$ cat src/rtl/padlock_sequencer.sv
// padlock_sequencer: 4-digit BCD keypad lock with a timed unlock window.
// Define PADLOCK_ATTEMPT_LIMIT_EN to build the failed-attempt lockout.
module padlock_sequencer #(
  parameter logic [15:0] CODE           = 16'h1357,
  parameter int          MAX_TRIES      = 3,
  parameter int          LOCKOUT_CYCLES = 1000,
  parameter int          OPEN_CYCLES    = 500
) (
  input  logic       clk,
  input  logic       reset,
  input  logic [3:0] digit,
  input  logic       digit_valid,
  input  logic       open,
  output logic       lock,
  output logic       lockout,
  output logic [2:0] fail_count,
  output logic [2:0] digit_count
);

  localparam int MAX_DUR = (OPEN_CYCLES > LOCKOUT_CYCLES) ? OPEN_CYCLES : LOCKOUT_CYCLES;
  localparam int CNT_W   = $clog2(MAX_DUR + 1);

  localparam logic [CNT_W-1:0] OPEN_LOAD = CNT_W'(OPEN_CYCLES - 1);
  localparam logic [CNT_W-1:0] CNT_ZERO  = CNT_W'(0);
  localparam logic [CNT_W-1:0] CNT_ONE   = CNT_W'(1);

  typedef enum logic [1:0] {
    ENTRY    = 2'd0,
    UNLOCKED = 2'd1,
    LOCKOUT  = 2'd2
  } state_t;

  state_t           state_r;
  logic [15:0]      entry_r;
  logic [CNT_W-1:0] cnt_r;

`ifdef PADLOCK_ATTEMPT_LIMIT_EN
  localparam logic [CNT_W-1:0] LOCK_LOAD = CNT_W'(LOCKOUT_CYCLES - 1);
  localparam logic [2:0]       TRY_LIMIT = 3'(MAX_TRIES);
  logic lockout_r;
  assign lockout = lockout_r;
`else
  assign lockout = 1'b0;
`endif

  // Keypad FSM: digit capture, code check, timed unlock/lockout windows
  always_ff @(posedge clk) begin
    if (!reset) begin
      state_r     <= ENTRY;
      lock        <= 1'b1;
      fail_count  <= 3'd0;
      digit_count <= 3'd0;
      entry_r     <= 16'h0000;
      cnt_r       <= CNT_ZERO;
`ifdef PADLOCK_ATTEMPT_LIMIT_EN
      lockout_r   <= 1'b0;
`endif
    end else begin
      case (state_r)
        ENTRY: begin
          if (open) begin
            digit_count <= 3'd0;
            entry_r     <= 16'h0000;
            if ((digit_count == 3'd4) && (entry_r == CODE)) begin
              state_r    <= UNLOCKED;
              lock       <= 1'b0;
              fail_count <= 3'd0;
              cnt_r      <= OPEN_LOAD;
            end else begin
`ifdef PADLOCK_ATTEMPT_LIMIT_EN
              fail_count <= fail_count + 3'd1;
              if ((fail_count + 3'd1) == TRY_LIMIT) begin
                state_r   <= LOCKOUT;
                lockout_r <= 1'b1;
                cnt_r     <= LOCK_LOAD;
              end
`else
              if (fail_count != 3'd7) begin
                fail_count <= fail_count + 3'd1;
              end
`endif
            end
          end else if (digit_valid && (digit <= 4'd9) && (digit_count != 3'd4)) begin
            entry_r     <= {entry_r[11:0], digit};
            digit_count <= digit_count + 3'd1;
          end
        end
        UNLOCKED: begin
          if (cnt_r == CNT_ZERO) begin
            state_r <= ENTRY;
            lock    <= 1'b1;
          end else begin
            cnt_r <= cnt_r - CNT_ONE;
          end
        end
`ifdef PADLOCK_ATTEMPT_LIMIT_EN
        LOCKOUT: begin
          if (cnt_r == CNT_ZERO) begin
            state_r    <= ENTRY;
            lockout_r  <= 1'b0;
            fail_count <= 3'd0;
          end else begin
            cnt_r <= cnt_r - CNT_ONE;
          end
        end
`endif
        default: begin
          // Unreachable encodings fall back to a safe locked entry state
          state_r     <= ENTRY;
          lock        <= 1'b1;
          fail_count  <= 3'd0;
          digit_count <= 3'd0;
          entry_r     <= 16'h0000;
          cnt_r       <= CNT_ZERO;
`ifdef PADLOCK_ATTEMPT_LIMIT_EN
          lockout_r   <= 1'b0;
`endif
        end
      endcase
    end
  end

endmodule

$ cat config.mk
export PLATFORM = sky130hd
export DESIGN_NAME = padlock_sequencer
export DESIGN_NICKNAME = d
export VERILOG_FILES = /design/src/rtl/padlock_sequencer.sv
export SDC_FILE = /design/constraint.sdc
export NUM_CORES = 1
export LEC_CHECK = 0
export BUFFER_PORTS_ARGS = -buffer_cell sky130_fd_sc_hd__clkbuf_2
export CAP_MARGIN = 20
export CORE_MARGIN = 2
export CORE_UTILIZATION = 40
export CTS_CLUSTER_SIZE = 40
export DETAILED_ROUTE_END_ITERATION = 8
export PLACE_DENSITY = 0.68
export SYNTH_ARGS = -nofsm -noshare
export SYNTH_HDL_FRONTEND = slang
export SYNTH_SLANG_ARGS = --single-unit
$ cat constraint.sdc
create_clock -name clk -period 2.4 [get_ports clk]
set_input_delay 0.6 -clock clk [delete_from_list [all_inputs] [get_ports clk]]
set_output_delay 0.6 -clock clk [all_outputs]
set_load 0.05 [all_outputs]
==> metrics.md, run 1 <==
| Metric | Value |
|---|---|
| Ports | `16` |
| Hold Crit Class | `reg2reg` |
| Num rows | `23` |
| RD Place Congestion | `0.880` |
| CTS tree | `done` |
| Status | `complete, no violations` |
| Worst VDD drop | `0.000194 V` |
| # resized after CTS | `0` |
| Post-DRT Antenna Nets | `0` |
| M1 wire length | `1.64 mm` |
| Worst path cell trace | `inv_1 > ha_1 > or4b_1 > nor3_4 > o32ai_2 > o221a_1` |
| Post-synthesis net count | `188` |
| Max-cap viol count | `0` |
| Clock latency on the worst-skew pair | `0.28 ns` |
| Clock sink count | `34` |
| DRT iter0 DRCs | `107` |
| Synthesized instance count | `175` |
| Initial cell density of the core | `0.414` |
| Hold buffers post-CTS | `0` |
| Port Buffer Count | `14` |
| Power density over the cells | `645 mW/mm^2` |
| Sequential Area | `681 sq um` |
| Drt pass-1 iters | `4` |
| Post-CTS Setup Bufs | `0` |
| Share of cells above drive strength 1 | `0.150` |
| Fin crit share | `0.843` |
| Die X | `68.1 microns` |
| Final instance area | `0.00185 sq mm` |
| Synth Cell Area | `0.00164 sq mm` |
| Reg2reg start | `cnt_r[0]` |
| Primary FF master, synth | `dfxtp_1` |
| R2R setup slack | `0.38 ns` |
| Area growth from synthesis to layout | `12.8%` |
| Routed wire length per instance | `13.5 microns` |
| Gr usage total | `0.148` |
| Via count | `1,302` |
| Post-layout min period | `2.02 ns` |
| Vias in the first global route | `1,110` |
| Final Hold Vio Count | `0` |
| Crit end category | `flop` |
| Total Nets Final | `200` |
| Synth async-reset ratio | `0` |
| Crit Path Max Fanout | `8` |
| Synth unique cells | `40` |
| Placed cell area | `0.00174 sq mm` |
| Final wirelength | `3.20 mm` |
| Hold Path Sink | `digit_count[2]` |
| Slowest stage delay, CP | `0.59 ns` |
| First-pass GRT wire length | `5.04 mm` |
| R2R depth | `6` |
| Area of the multi-input gates | `880 sq um` |
| Post-synth EDFFs | `0` |
| Total power | `1.20 mW` |
| Crit path launch type | `flop` |
| Yosys warning count | `0` |
| Max Fclk | `0.494 GHz` |
| R2R Path End | `cnt_r[5]` |
| Initial antenna violation count | `0` |
| Clock Path Buffers | `2` |
| Total inserted antenna cells | `0` |
| DP HPWL | `2.17 mm` |
| CP Class | `reg2reg` |
| Die Y | `68.1 microns` |
| DR DRC count | `0` |
| Worst-margin pin slew | `0.611 ns` |
| Core Region | `0.00397 sq mm` |
| Setup TNS | `0 ns` |
| Sequential area share after synthesis | `0.414` |
| Root buffer selected by CTS | `clkbuf_8` |
| CP arrival | `2.19 ns` |
| Max-slew violations | `0` |
| Via density | `5.49` |
| Worst Path Required | `2.57 ns` |
| Worst hold path stage count | `2` |
| Met3 WL | `129 microns` |
| Worst path slowest cell | `or4b_1` |
| Highest routed metal layer | `met4` |
| H-tree Lvls | `2` |
| Fillers | `384` |
| Die footprint | `0.00464 sq mm` |
| Clock Pin Slew Worst Setup and Hold Paths | `0.07 ns` |
| Synthesized area per cell | `9.39 sq um` |
| Slew headroom | `0.592` |
| Leak | `0.723 nW` |
| RSZ-0062 raised after global routing | `false` |
| Skew final | `0.00433 ns` |
| Wire length on met2 | `1.39 mm` |
| Register bit total from synthesis | `34` |
| Total grt overflow | `0` |
| Final setup violating endpoints | `0` |
| Hold Crit Start | `digit_count[2]` |
| Num CTS Buffers | `5` |
| Largest net degree at the start of global routing | `37` |
worst max-delay path by stage:
stage | start | to | depth (start not counted)
6_report | cnt_r[0] | cnt_r[5] | 6
5_1_grt | cnt_r[0] | cnt_r[5] | 6
4_1_cts | cnt_r[0] | cnt_r[5] | 6
3_5_place_dp | cnt_r[0] | cnt_r[5] | 6
3_3_place_gp | cnt_r[0] | cnt_r[6] | 6
2_1_floorplan | digit_count[0] | digit_count[2] | 7
power breakdown:
| group | switching, mW | internal [mW] | total [mW] |
|---|---|---|---|
| sequential | 0.00724 | 0.572 | 0.579 |
| combinational | 0.0582 | 0.0292 | 0.0874 |
| clock | 0.197 | 0.332 | 0.529 |
| total | 0.263 | 0.933 | 1.20 |
cell usage after synthesis, drive strengths merged (4+ instances only):
cell type  count  area share
or3            4       0.018
nand2          5       0.011
clkbuf         5       0.011
buf            6       0.019
xor2           4       0.021
and2           4       0.015
a22oi         17       0.078
nor3           5       0.022
nand3          5       0.015
ha             5       0.038
nor2b         23       0.088
nor2           9       0.021
inv            9       0.021
o221a          4       0.027
dfxtp         34        0.41
sequential cells by signal, indices dropped and copies added (netlist names):
name / flops
cnt_r: 10
state_r: 1
entry_r: 16
digit_count: 3
fail_count: 3
lock: 1
area by class of cell:
type,count,area share
Timing Repair Buffer,16,0.0459
Clock buffer,6,0.0445
Multi-Input combinational cell,121,0.474
Clock inverter,1,0.0162
Sequential cell,34,0.367
Inverter,9,0.0182
Tap cell,50,0.0337
placed cells by master (no fill, tap or decap), types with 3 or more instances in the layout:
cell type and n:
dfxtp_1 34, nor2b_1 23, a22oi_1 17, clkbuf_2 14
inv_1 9, nor2_1 9, clkbuf_8 6, nand3_1 5
nand2_1 5, ha_1 5, and2_1 4, nor3_1 4
xor2_1 4, o221a_1 4, nor4b_1 3, or3_1 3
o21ai_0 3, o22ai_1 3
stage by stage:
stage	cells	util	setup WS, ns	hold WS (ns)
after floorplan	175	-	0.372	0.479
after detailed placement	230	0.439	0.393	0.495
after CTS	237	0.467	0.377	0.504
after global routing	237	0.467	0.270	0.524
after global placement	230	0.439	0.448	0.483
final	237	0.467	0.377	0.498
worst max-delay path: cells and delay by family (launching register included):
kind,cells,cell delay (ns)
AND/OR/NAND/NOR,2,0.86
flip-flops,1,0.34
adder cells (fa/ha/maj),1,0.17
AO/OA/AOI/OAI,2,0.48
buffers and inverters,1,0.06
kinds of logic after synthesis:
kind of cell / after synthesis / share of synthesized area
adder cells (fa/ha/maj): 5 / 0.0381
flip-flops: 34 / 0.414
other: 1 / 0.00228
buffers and inverters: 20 / 0.0510
multiplexers: 2 / 0.0122
AND/OR/NAND/NOR: 69 / 0.267
XOR/XNOR: 4 / 0.0213
AO/OA/AOI/OAI: 40 / 0.194
layer usage:
metal,global-route usage,vias to the layer above
met5,0,-
met4,0.0675,0
met3,0.0543,6
met2,0.218,25
met1,0.190,615
li1,-,656
(Power assumes the default switching activity.)
==> inputs of run 2 (changes only) <==
--- a/config.mk
+++ b/config.mk
@@ -11,7 +11,7 @@
 export CORE_UTILIZATION = 40
 export CTS_CLUSTER_SIZE = 40
 export DETAILED_ROUTE_END_ITERATION = 8
-export PLACE_DENSITY = 0.68
+export PLACE_DENSITY = 0.7
 export SYNTH_ARGS = -nofsm -noshare
 export SYNTH_HDL_FRONTEND = slang
 export SYNTH_SLANG_ARGS = --single-unit
==> constraint.sdc (replaced) <==
create_clock -name clk -period 1.7 [get_ports clk]
set_input_delay 0.425 -clock clk [delete_from_list [all_inputs] [get_ports clk]]
set_output_delay 0.425 -clock clk [all_outputs]
set_load 0.05 [all_outputs]
==> metrics.md, run 2 (synthesis results as in run 1) <==
| Metric | Value |
|---|---|
| Commonest cells after routing, fill and taps aside | `29 x dfxtp_1, 24 x buf_4, 23 x nor2b_1, 14 x clkbuf_2, 11 x a22oi_1 (was 34 x dfxtp_1, 23 x nor2b_1, 17 x a22oi_1, 14 x clkbuf_2)` |
| Total grt overflow | `0 (unchanged)` |
| RD Place Congestion | `0.783 (was 0.880)` |
| Commonest non-fill, non-tap cell in the layout | `dfxtp_1 (unchanged)` |
| Post-layout min period | `1.79 ns (was 2.02 ns)` |
| Final instance area | `0.00223 sq mm (was 0.00185 sq mm)` |
| Status | `finished, violations left (was complete, no violations)` |
| Max-slew violations | `0 (unchanged)` |
| Gr usage total | `0.163 (was 0.148)` |
| Initial antenna violation count | `0 (unchanged)` |
| Clock sink count | `34 (unchanged)` |
| Clock Path Buffers | `2 (unchanged)` |
| Hold buffers post-CTS | `0 (unchanged)` |
| Layout Cells excl Fill | `269 (was 237)` |
| Setup TNS | `-0.488 ns (was 0 ns)` |
| Ports | `16 (unchanged)` |
| R2R setup slack | `-0.09 ns (was 0.38 ns)` |
| Placed cell area | `0.00199 sq mm (was 0.00174 sq mm)` |
| CP Class | `reg2reg (unchanged)` |
| Power density over the cells | `713 mW/mm^2 (was 645 mW/mm^2)` |
| H-tree Lvls | `2 (unchanged)` |
| Root buffer selected by CTS | `clkbuf_8 (unchanged)` |
| Die Y | `68.1 microns (unchanged)` |
| Final worst slack | `-0.0900 ns (was 0.377 ns)` |
| Hold Crit Start | `digit[0] (was digit_count[2])` |
| Via density | `5.43 (was 5.49)` |
| Area growth from synthesis to layout | `35.9% (was 12.8%)` |
| Num CTS Buffers | `5 (unchanged)` |
| Worst path slowest cell | `or4b_4 (was or4b_1)` |
| CTS tree | `done (unchanged)` |
| Skew final | `0.00849 ns (was 0.00433 ns)` |
| Post-DRT Antenna Nets | `0 (unchanged)` |
| Crit. Startpoint | `cnt_r[1] (was cnt_r[0])` |
| Drt pass-1 iters | `4 (unchanged)` |
| Reg2reg start | `cnt_r[1] (was cnt_r[0])` |
| Port Buffer Count | `14 (unchanged)` |
| Via count | `1,460 (was 1,302)` |
| Largest net degree at the start of global routing | `22 (was 37)` |
| Worst path cell trace | `inv_2 > ha_4 > or4b_4 > nor3_4 > o32ai_4 > buf_6 > o221a_1 (was inv_1 > ha_1 > or4b_1 > nor3_4 > o32ai_2 > o221a_1)` |
| Largest regs | `entry_r: 16 flops, cnt_r: 10 flops (unchanged)` |
| Final Hold Vio Count | `0 (unchanged)` |
| Setup WS pre-CTS | `-0.0689 ns (was 0.393 ns)` |
| Worst Path Required | `1.88 ns (was 2.57 ns)` |
| Total inserted antenna cells | `0 (unchanged)` |
| Die footprint | `0.00464 sq mm (unchanged)` |
| Reg with most FFs | `entry_r (unchanged)` |
| Buf/Inv on CP | `2 (was 1)` |
| RSZ-0062 raised after global routing | `true (was false)` |
| Leak | `0.899 nW (was 0.723 nW)` |
| Max Fclk | `0.559 GHz (was 0.494 GHz)` |
| Crit path launch type | `flop (unchanged)` |
| DRT iter0 DRCs | `61 (was 107)` |
| Routed wire length per instance | `14.1 microns (was 13.5 microns)` |
| Slowest stage delay, CP | `0.49 ns (was 0.59 ns)` |
| Die X | `68.1 microns (unchanged)` |
| DP HPWL | `2.41 mm (was 2.17 mm)` |
| Failing checks | `negative setup slack` |
| First-pass GRT wire length | `5.64 mm (was 5.04 mm)` |
| Core Region | `0.00397 sq mm (unchanged)` |
| Num rows | `23 (unchanged)` |
| Critical path's top delay family | `simple AND/OR/NAND/NOR gates (unchanged)` |
| Final wirelength | `3.80 mm (was 3.20 mm)` |
| Max reg flops | `16 (unchanged)` |
| CP arrival | `1.97 ns (was 2.19 ns)` |
| Fin crit share | `1.05 (was 0.843)` |
| Worst VDD drop | `0.000285 V (was 0.000194 V)` |
| Crit end category | `flop (unchanged)` |
| Total Nets Final | `231 (was 200)` |
| Final setup violating endpoints | `9 (was 0)` |
| Placed insts | `256 (was 230)` |
| Hold_ws | `0.415 ns (was 0.498 ns)` |
| DR DRC count | `0 (unchanged)` |
| Crit Path Max Fanout | `3 (was 8)` |
| Clock Pin Slew Worst Setup and Hold Paths | `0.07 ns (about the same)` |
| Vias in the first global route | `1,254 (was 1,110)` |
| Share of cells above drive strength 1 | `0.393 (was 0.150)` |
| Max-cap viol count | `0 (unchanged)` |
| Hold Crit Class | `in2reg (was reg2reg)` |
| Initial cell density of the core | `0.414 (unchanged)` |
| Clock latency on the worst-skew pair | `0.29 ns (was 0.28 ns)` |
## run 2: area by class of cell
cell class                 count  area (sq um)
tap                           50          62.6
clock inverter                 2          12.5
timing repair buffer          47           360
inverter                       9          33.8
sequential                    34           692
fill                         355          1740
multi-input combinational    121           991
clock buffer                   6          82.6
## run 2: final timing paths
path                    endpoint  cells past startpoint
hold reg to reg   digit_count[2]                      2
hold / removal        entry_r[0]                      3
setup reg to reg        cnt_r[6]                      7
setup / recovery        cnt_r[6]                      7
## run 2: worst min-delay path, stage by stage
cell      delay [ns]
clkbuf_2        0.08
a22oi_1         0.06
nor2b_1         0.10
## run 2: stage by stage
stage | util | power, mW
global route | 0.563 | 1.66
global placement | 0.502 | 0.961
floorplan | - | 0.926
finish | 0.563 | 1.59
detailed placement | 0.502 | 0.962
CTS | 0.532 | 1.59
## run 2: power breakdown
part           leakage, nW  switching [mW]  internal [mW]
clock               0.0472           0.302          0.325
combinational        0.574          0.0923         0.0594
sequential           0.278         0.00971          0.804
## run 2: repair_timing
item | in CTS | in global routing
setup endpoints to repair | 10 | 33
gates cloned | 0 | 3
setup buffers | 0 | 2
pin swaps | 0 | 12
resized for setup | 5 | 25
## run 2: metal layers
layer | part of all wire | GRT usage
met5 | 0 | 0
met4 | 0.025 | 0.0850
met3 | 0.029 | 0.0362
met2 | 0.48 | 0.256
met1 | 0.46 | 0.208
==> inputs of run 3 (changes only) <==
--- a/config.mk
+++ b/config.mk
@@ -5,6 +5,7 @@
 export SDC_FILE = /design/constraint.sdc
 export NUM_CORES = 1
 export LEC_CHECK = 0
+export ABC_AREA = 1
 export BUFFER_PORTS_ARGS = -buffer_cell sky130_fd_sc_hd__clkbuf_2
 export CAP_MARGIN = 20
 export CORE_MARGIN = 2
==> metrics.md, run 3 <==
| Metric | Value |
|---|---|
| Status | `complete, no violations (was finished, violations left)` |
| Synth async-reset ratio | `0 (unchanged)` |
| Clock Pin Slew Worst Setup and Hold Paths | `0.07 ns (about the same)` |
| Post-DRT Antenna Nets | `0 (unchanged)` |
| R2R Path End | `cnt_r[3] (was cnt_r[6])` |
| Drt pass-1 iters | `4 (unchanged)` |
| Clock latency on the worst-skew pair | `0.28 ns (was 0.29 ns)` |
| Num rows | `23 (unchanged)` |
| Max reg flops | `16 (unchanged)` |
| Total inserted antenna cells | `0 (unchanged)` |
| Post-synth top area share | `0.404 (was 0.414)` |
| Sw Pwr | `0.404 mW (about the same)` |
| Crit Path Max Fanout | `10 (was 3)` |
| Skew final | `0.00183 ns (was 0.00849 ns)` |
| CP arrival | `1.79 ns (was 1.97 ns)` |
| Power density over the cells | `845 mW/mm^2 (was 713 mW/mm^2)` |
| Internal | `1.26 mW (was 1.19 mW)` |
| Synthesized instance count | `238 (was 175)` |
| Largest regs | `entry_r: 16 flops, cnt_r: 10 flops (unchanged)` |
| Total grt overflow | `0 (unchanged)` |
| Root buffer selected by CTS | `clkbuf_8 (unchanged)` |
| Sequential area share after synthesis | `0.404 (was 0.414)` |
| R2R setup slack | `0.13 ns (was -0.09 ns)` |
| First-pass GRT wire length | `5.96 mm (was 5.64 mm)` |
| Setup TNS | `0 ns (was -0.488 ns)` |
| Share of cells above drive strength 1 | `0.194 (was 0.393)` |
| Met2 Use GR | `0.264 (was 0.256)` |
| Crit. Startpoint | `digit_count[0] (was cnt_r[1])` |
| Hold_ws | `0.379 ns (was 0.415 ns)` |
| Via density | `4.92 (was 5.43)` |
| Final wirelength | `3.48 mm (was 3.80 mm)` |
| Clock power frac | `0.422 (was 0.394)` |
| Met1 track utilization from global routing | `0.224 (was 0.208)` |
| Top Usage Layer GRT | `met2 (unchanged)` |
| Clock sink count | `34 (unchanged)` |
| Fin crit share | `0.922 (was 1.05)` |
| Worst Path Required | `1.92 ns (was 1.88 ns)` |
| Synth Cell Area | `0.00169 sq mm (was 0.00164 sq mm)` |
| Grt met3 use | `0.0455 (was 0.0362)` |
| CTS tree | `done (unchanged)` |
| Hold Path Sink | `entry_r[0] (unchanged)` |
| Area growth from synthesis to layout | `16.7% (was 35.9%)` |
| Ports | `16 (unchanged)` |
| H-tree Lvls | `2 (unchanged)` |
| DR DRC count | `0 (unchanged)` |
| Hold buffers post-CTS | `0 (unchanged)` |
| R2R depth | `10 (was 7)` |
| Synth top cells by count | `45 x nand2_1, 45 x nand3_1, 34 x dfxtp_1 (was 34 x dfxtp_1, 23 x nor2b_1, 17 x a22oi_1)` |
| Die X | `68.9 microns (was 68.1 microns)` |
| RD Place Congestion | `0.855 (was 0.783)` |
| Max Fclk | `0.638 GHz (was 0.559 GHz)` |
| Yosys warning count | `0 (unchanged)` |
| Core Region | `0.00403 sq mm (was 0.00397 sq mm)` |
| Crit path launch type | `flop (unchanged)` |
| Leading area contributor after synthesis | `dfxtp_1 (unchanged)` |
| Largest net degree at the start of global routing | `20 (was 22)` |
| Crit end category | `flop (unchanged)` |
| Commonest non-fill, non-tap cell in the layout | `nand3_1 (was dfxtp_1)` |
| Fin util | `0.489 (was 0.563)` |
| Synthesized area per cell | `7.09 sq um (was 9.39 sq um)` |
| Hold Crit Start | `digit[0] (unchanged)` |
| Max-slew violations | `0 (unchanged)` |
| Switching Share | `0.243 (was 0.254)` |
| Initial cell density of the core | `0.419 (was 0.414)` |
| Total Nets Final | `275 (was 231)` |
| Post-synth EDFFs | `0 (unchanged)` |
| Routed wire length per instance | `11.1 microns (was 14.1 microns)` |
| CP Class | `reg2reg (unchanged)` |
| DRT iter0 DRCs | `86 (was 61)` |
| Worst hold path stage count | `3 (unchanged)` |
| Vias in the first global route | `1,382 (was 1,254)` |
| Reg power frac | `0.491 (was 0.511)` |
| Max-cap viol count | `0 (unchanged)` |
| Largest cells by area after synthesis | `dfxtp_1 40%, nand3_1 13%, nand2_1 10%, a21oi_1 7.4%, inv_1 6.0% (was dfxtp_1 41%, nor2b_1 8.8%, a22oi_1 7.8%, ha_1 3.8%, o221a_1 2.7%)` |
| Reg with most FFs | `entry_r (unchanged)` |
| Logic pwr share | `0.086 (was 0.095)` |
| Final Hold Vio Count | `0 (unchanged)` |
| Leak | `0.906 nW (was 0.899 nW)` |
| Post-synthesis net count | `251 (was 188)` |
| Via count | `1,540 (was 1,460)` |
| Hold Crit Class | `in2reg (unchanged)` |
| Final worst slack | `0.132 ns (was -0.0900 ns)` |
| Clock Path Buffers | `2 (unchanged)` |
| Initial antenna violation count | `0 (unchanged)` |
| Worst VDD drop | `0.000418 V (was 0.000285 V)` |
| Num CTS Buffers | `5 (unchanged)` |
| Register bit total from synthesis | `34 (unchanged)` |
| Synth unique cells | `25 (was 40)` |
| Commonest cells after routing, fill and taps aside | `45 x nand3_1, 44 x nand2_1, 32 x dfxtp_1, 27 x inv_1, 25 x a21oi_1 (was 29 x dfxtp_1, 24 x buf_4, 23 x nor2b_1, 14 x clkbuf_2, 11 x a22oi_1)` |
| Setup WS pre-CTS | `0.0816 ns (was -0.0689 ns)` |
| Port Buffer Count | `14 (unchanged)` |
| DP HPWL | `2.44 mm (was 2.41 mm)` |
| Die Y | `68.9 microns (was 68.1 microns)` |
| Post-layout min period | `1.57 ns (was 1.79 ns)` |
| Die footprint | `0.00475 sq mm (was 0.00464 sq mm)` |
| Reg2reg start | `digit_count[0] (was cnt_r[1])` |
| Gr usage total | `0.173 (was 0.163)` |
| Primary FF master, synth | `dfxtp_1 (unchanged)` |
| Final setup violating endpoints | `0 (was 9)` |
==> run 3: cell types whose count changed after synthesis, sizes merged, moves of 17 or more <==
cell,change
nand2,+42
nand3,+40
a21oi,+26
nor2b,-23
inv,+21
a22oi,-17
==> run 3: repair_timing <==
action,in CTS,in global routing
setup buffers,0,2
endpoints found under the setup margin,0,7
gates resized for setup,0,2
==> run 3: kinds of logic (layout without fill, tap and decap cells) <==
group,count (synthesis),after routing,share of synthesized area
AND/OR/NAND/NOR,121,121,0.332
buffers and inverters,38,63,0.0972
AO/OA/AOI/OAI,37,37,0.118
flip-flops,34,34,0.404
adder cells (fa/ha/maj),5,5,0.0371
XOR/XNOR,2,2,0.0104
other,1,1,0.00222
==> run 3: layer usage <==
layer / wire, microns / part of all wire
met5: 0 / 0
met4: 80 / 0.023
met3: 147 / 0.042
met2: 1470 / 0.42
met1: 1790 / 0.51
==> run 3: worst max path at each step <==
stage	end	slack [ns]	depth (start not counted)
2_1_floorplan	fail_count[0]	0.09	9
3_3_place_gp	cnt_r[3]	0.14	10
3_5_place_dp	cnt_r[3]	0.08	9
4_1_cts	cnt_r[3]	0.06	9
5_1_grt	cnt_r[3]	-0.004	9
6_report	cnt_r[3]	0.13	10
==> run 3: power groups by stage <==
stage	clock network, mW	registers, mW	logic (mW)
4_1_cts	0.713	0.818	0.144
2_1_floorplan	0	0.862	0.0761
3_3_place_gp	0	0.836	0.143
3_5_place_dp	0	0.836	0.143
5_1_grt	0.749	0.819	0.158
6_report	0.703	0.817	0.143
==> run 3: cell type report <==
class,instances,area (sq um)
multi-input cells,166,847
inverters,30,113
fillers,419,2060
clock buffers,8,110
repair buffers,25,153
well taps,50,62.6
flip-flops and latches,34,683
==> run 3: stage by stage <==
| stage | cell area (sq um) | cells | total power [mW] |
|---|---|---|---|
| 5_1_grt | 1970 | 313 | 1.73 |
| 4_1_cts | 1950 | 311 | 1.67 |
| 3_3_place_gp | 1840 | 303 | 0.979 |
| 6_report | 1970 | 313 | 1.66 |
| 2_1_floorplan | 1690 | 238 | 0.938 |
| 3_5_place_dp | 1840 | 303 | 0.979 |
==> run 3: critical path, cell delays in order (launching register included) <==
cell	delay, ns
dfxtp_2	0.34
inv_1	0.05
ha_1	0.15
nand2_2	0.08
inv_1	0.07
nand3_1	0.08
nor2_2	0.12
nand4_2	0.24
nand2_2	0.19
nand2_1	0.08
a21oi_2	0.11
